**config.mk**
```make
export PLATFORM = sky130hd
export DESIGN_NAME = mem_wb_stage
export DESIGN_NICKNAME = d
export VERILOG_FILES = /design/src/rtl/mem_wb_stage.sv
export SDC_FILE = /design/constraint.sdc
export NUM_CORES = 1
export LEC_CHECK = 0
export BUFFER_PORTS_ARGS = -buffer_cell sky130_fd_sc_hd__buf_2
export CORE_MARGIN = 10
export CORE_UTILIZATION = 35
export DETAILED_ROUTE_END_ITERATION = 10
export SLEW_MARGIN = 0
export SYNTH_ARGS = -nofsm -noshare
export SYNTH_HDL_FRONTEND = slang
export SYNTH_SLANG_ARGS = --single-unit
```
**constraint.sdc**
```tcl
create_clock -name clk -period 4.4 [get_ports clk]
set_clock_uncertainty 0.05 [all_clocks]
set_input_delay 1.1 -clock clk [delete_from_list [all_inputs] [get_ports clk]]
set_output_delay 1.1 -clock clk [all_outputs]
set_load 0.02 [all_outputs]
```
**src/rtl/mem_wb_stage.sv**
```systemverilog
// mem_wb_stage: memory-access stage plus MEM/WB pipeline register.
//
// Issues loads/stores on a registered req/ack data-memory port, stalls the
// upstream pipeline while an access is outstanding, selects the write-back
// value (memory read data or ALU result) and registers it together with the
// destination register and RegWrite for the WB stage. Misaligned accesses and
// memory timeouts raise the sticky mem_err flag, cleared by err_clr.
//
// Ports:
//   clk, rst                 clock (rising edge), async active-high reset
//   Memwrite_in              store request from EX/MEM
//   RegWrite_in              register write enable from EX/MEM
//   Write_reg_mux_in         1 = write back memory data, 0 = ALU result
//   ALU_out_in               ALU result / memory byte address
//   Write_memory_Data_in     store data
//   Write_Reg_Address_in     destination register
//   dmem_rdata, dmem_ack     memory read data and one-cycle completion pulse
//   err_clr                  clears mem_err
//   dmem_req/we/addr/wdata   registered memory request
//   stall                    upstream must hold EX/MEM this cycle (comb.)
//   RegWrite_out, Write_Reg_Address_out, Write_back_Data_out   WB register
//   mem_err                  sticky error flag
module mem_wb_stage #(
  parameter int LENGTH         = 32,
  parameter int TIMEOUT_CYCLES = 16,
  parameter int CNT_W          = 5
) (
  input  logic              clk,
  input  logic              rst,
  input  logic              Memwrite_in,
  input  logic              RegWrite_in,
  input  logic              Write_reg_mux_in,
  input  logic [LENGTH-1:0] ALU_out_in,
  input  logic [LENGTH-1:0] Write_memory_Data_in,
  input  logic [4:0]        Write_Reg_Address_in,
  input  logic [LENGTH-1:0] dmem_rdata,
  input  logic              dmem_ack,
  input  logic              err_clr,
  output logic              dmem_req,
  output logic              dmem_we,
  output logic [LENGTH-1:0] dmem_addr,
  output logic [LENGTH-1:0] dmem_wdata,
  output logic              stall,
  output logic              RegWrite_out,
  output logic [4:0]        Write_Reg_Address_out,
  output logic [LENGTH-1:0] Write_back_Data_out,
  output logic              mem_err
);

  typedef enum logic {
    IDLE,
    ACCESS
  } state_t;

  localparam logic [CNT_W-1:0] LAST_CNT = CNT_W'(TIMEOUT_CYCLES - 1);

  state_t            state_q, state_d;
  logic [CNT_W-1:0]  cnt_q, cnt_d;
  logic              req_d, we_d;
  logic [LENGTH-1:0] addr_d, wdata_d;
  logic              rw_d;
  logic [4:0]        wra_d;
  logic [LENGTH-1:0] wbd_d;
  logic              err_d;
  logic              set_err;

  logic mem_op, misaligned, is_load;

  assign mem_op     = Memwrite_in | (RegWrite_in & Write_reg_mux_in);
  assign misaligned = mem_op & (ALU_out_in[1:0] != 2'b00);
  assign is_load    = RegWrite_in & Write_reg_mux_in;

  always_ff @(posedge clk or posedge rst) begin
    if (rst) begin
      state_q               <= IDLE;
      cnt_q                 <= '0;
      dmem_req              <= 1'b0;
      dmem_we               <= 1'b0;
      dmem_addr             <= '0;
      dmem_wdata            <= '0;
      RegWrite_out          <= 1'b0;
      Write_Reg_Address_out <= '0;
      Write_back_Data_out   <= '0;
      mem_err               <= 1'b0;
    end else begin
      state_q               <= state_d;
      cnt_q                 <= cnt_d;
      dmem_req              <= req_d;
      dmem_we               <= we_d;
      dmem_addr             <= addr_d;
      dmem_wdata            <= wdata_d;
      RegWrite_out          <= rw_d;
      Write_Reg_Address_out <= wra_d;
      Write_back_Data_out   <= wbd_d;
      mem_err               <= err_d;
    end
  end

  // Every path that does not complete an instruction loads a bubble into
  // MEM/WB, so wait cycles never repeat a register write.
  always_comb begin
    state_d = state_q;
    cnt_d   = cnt_q;
    req_d   = dmem_req;
    we_d    = dmem_we;
    addr_d  = dmem_addr;
    wdata_d = dmem_wdata;
    rw_d    = 1'b0;
    wra_d   = '0;
    wbd_d   = '0;
    stall   = 1'b0;
    set_err = 1'b0;

    case (state_q)
      IDLE: begin
        if (misaligned) begin
          set_err = 1'b1;
        end else if (mem_op) begin
          stall   = 1'b1;
          state_d = ACCESS;
          cnt_d   = '0;
          req_d   = 1'b1;
          we_d    = Memwrite_in;
          addr_d  = {ALU_out_in[LENGTH-1:2], 2'b00};
          wdata_d = Write_memory_Data_in;
        end else begin
          rw_d  = RegWrite_in;
          wra_d = Write_Reg_Address_in;
          wbd_d = ALU_out_in;
        end
      end
      ACCESS: begin
        // ack is checked first so it beats a coincident timeout.
        if (dmem_ack) begin
          state_d = IDLE;
          req_d   = 1'b0;
          rw_d    = RegWrite_in;
          wra_d   = Write_Reg_Address_in;
          wbd_d   = is_load ? dmem_rdata : ALU_out_in;
        end else if (cnt_q == LAST_CNT) begin
          state_d = IDLE;
          req_d   = 1'b0;
          set_err = 1'b1;
        end else begin
          stall = 1'b1;
          cnt_d = cnt_q + 1'b1;
        end
      end
      default: state_d = IDLE;
    endcase

    // Set has priority over a same-cycle clear.
    err_d = set_err ? 1'b1 : (err_clr ? 1'b0 : mem_err);
  end

endmodule

```
==> impl_results.md <==
* Run status: finished clean
* Starting Density at 35.5%
* Number of nets with antenna violations after routing at 0
* Yosys reg bits at 109
* Synth Instances at 265
* CTS buffer count at 9
* Seq/Total Area, Yosys at 64.5%
* Final min period at 3.50 ns
* Clock sinks at 109
* Required time worst endpoint at 3.25 ns
* Synthesized area per cell at 15.9 sq um
* CTS Hold Buffers Added at 0
* Critical Path Fanout Max at 7
* Die width at 130 um
* Die height at 130 um
* Pre-CTS setup slack at 1.05 ns
* Via count at 2992
* Synth unique cells at 33
* Crit. End Element: output port
* Period utilization at 79.6%
* First-pass GRT wire length at 17900 um
* Synth warn at 0
* CP cell instances: ha_1, and3_1, ha_1, or3b_1, o41ai_1, buf_2
* CTS tree: built
* Wirelength per Cell at 18.8 um
* PwrDens at 507 mW/mm^2
* Clk Tree Root Cell: clkbuf_16
* DRC viols at 0
* Most Frequent Cell on Critical Path: ha_1
* Setup TNS at 0 ns
* Peak supply drop at 0.195 mV
* Row count at 40
* Unrepaired setup endpoints after global routing: no
* Final setup fails at 0
* Max-Slew Margin vs Limit at 28.4%
* Final wirelength at 11800 um
* Post-Syn Area at 0.00423 sq mm
* Worst Hold Slack at 0.451 ns
* Asr flop ratio synth at 100%
* Delay of the slowest critical-path stage at 0.49 ns
* Layout area overhead at 34.5%
* Peak Freq at 285 MHz
* Layout cells sized above 1 at 63.1%
* Clk_lat worst skew at 0.34 ns
* Slew Limit Fails at 0
* Fin area at 0.00569 sq mm
* Clock-pin slew on the worst setup and hold paths at 0.07 ns
* Ys flop type: dfrtp_1
* Total grt overflow at 0
* Leak pwr at 0.00297 uW
* Worst min path class: reg -> reg
* Initial antenna violation count at 1
* Final hold vios at 0
* Hpwl dp at 8960 um
* Startpoint types: flip-flop
* # Post-CTS Setup Buffers at 0
* NumNets Final at 585
* Die area at 0.0169 sq mm
* Ports at 214
* Post-cts sizing count at 0
* Number of enable flip-flop cells after synthesis at 0
* Clock buffer depth at 2
* Maxcap violations at 0
* Slowest CP cell: or3b_1
* Crit-path leading delay family: simple AND/OR/NAND/NOR gates
* H-tree levels at 3
* Buf/Inv on CP at 1
* CP Class: reg -> out
* Iter 0 DRT Violations at 85
* Core Region at 0.0119 sq mm
* Layout Cells excl Fill at 628
* Worst setup margin at 0.897 ns
* Area of placed instances at 0.00539 sq mm
* GR Util All Layers at 13.7%
* Largest net degree at the start of global routing at 89
* Critical path arrival at 2.35 ns
* DR vias/cell at 4.76
* Worst slew pin tran at 1.07 ns
* Pre-antenna DRT Iters at 4
* GP Congestion at 0.752
* Placed cells at 611
* Vias in the first global route at 3321
* Port Buffers at 211
-- where the power goes --
| group | switching (uW) | leakage (uW) | total (uW) | internal, uW |
|---|---|---|---|---|
| registers | 92.2 | 0.00135 | 1280 | 1190 |
| clock network | 369 | 0.000146 | 813 | 444 |
| logic | 450 | 0.00147 | 786 | 336 |
| total | 911 | 0.00297 | 2880 | 1970 |
-- final timing paths --
path,from,to,slack [ns],depth (start not counted)
min in group asynchronous,rst,Write_back_Data_out[18],0.97,2
max in group asynchronous,rst,Write_back_Data_out[13],2.54,3
hold / removal,dmem_wdata[18],dmem_wdata[18],0.45,1
setup reg to reg,state_q,Write_back_Data_out[1],2.29,3
setup / recovery,cnt_q[0],stall,0.90,6
hold reg to reg,dmem_wdata[18],dmem_wdata[18],0.45,1
-- layout make-up --
class                   count  area (sq um)
fillers                  1084          6220
flip-flops and latches    109          2730
multi-input cells         134          1360
repair buffers            215          1090
inverters                   6          25.0
clock inverters             7          73.8
diodes                      1          2.50
clock buffers               9           225
well taps                 147           184
-- placed cells by master (no fill, tap or decap), types with 2 or more instances in the layout --
cell type	instances
buf_4	4
mux2i_1	2
clkinv_4	2
conb_1	2
nor2b_1	6
inv_1	5
dfrtp_1	109
nand2_1	4
o22ai_1	2
buf_2	211
o21ai_0	2
ha_1	2
clkinv_2	2
mux2_2	45
mux2_4	19
clkbuf_16	9
a22o_1	32
-- through the flow --
stage,total power [uW],utilization (%)
2_1_floorplan,1790,-
3_3_place_gp,2090,45.2
3_5_place_dp,2100,45.2
4_1_cts,2930,47.7
5_1_grt,3030,47.7
6_report,2880,47.7
-- layer usage --
metal,global-route usage (%),vias up,share of wire [%]
met4,6.42,0,2.2
met3,5.48,17,9.2
met1,14.9,1479,39
met5,0,-,0
li1,-,1377,-
met2,22.9,119,49
-- registers in the layout, indices dropped and copies added (netlist names) --
name                   count
RegWrite_out               1
Write_Reg_Address_out      5
Write_back_Data_out       32
cnt_q                      5
dmem_addr                 30
dmem_req                   1
dmem_wdata                32
dmem_we                    1
mem_err                    1
state_q                    1
-- cell families after synthesis --
logic type | after synthesis | synth area share [%]
DFF | 109 | 64.5
muxes | 66 | 19.2
AOI/OAI and AO/OA | 44 | 9.03
buffers and inverters | 23 | 3.58
and+or+nand+nor | 20 | 2.96
adders and majority gates | 2 | 0.592
other | 1 | 0.0887
-- synth_stat cells, types with 2 or more instances --
| library cell | instances | area [sq um] |
|---|---|---|
| a22o_1 | 32 | 280 |
| ha_1 | 2 | 25.0 |
| nor2_1 | 2 | 7.51 |
| buf_4 | 6 | 45.0 |
| dfrtp_1 | 109 | 2730 |
| nand2_1 | 4 | 15.0 |
| mux2_2 | 45 | 507 |
| inv_1 | 6 | 22.5 |
| mux2i_1 | 2 | 20.0 |
| clkbuf_1 | 2 | 7.51 |
| buf_6 | 5 | 56.3 |
| o22ai_1 | 2 | 12.5 |
| o21ai_0 | 2 | 10.0 |
| buf_2 | 4 | 20.0 |
| mux2_4 | 19 | 285 |
| nor2b_1 | 6 | 37.5 |
-- worst register-to-register path, cell delays in order (launching register included) --
cell      delay [ns]
dfrtp_1         0.52
or2_2           0.38
a21boi_4        0.79
a22o_1          0.30
Note: power is estimated with default switching activity, not from simulation.
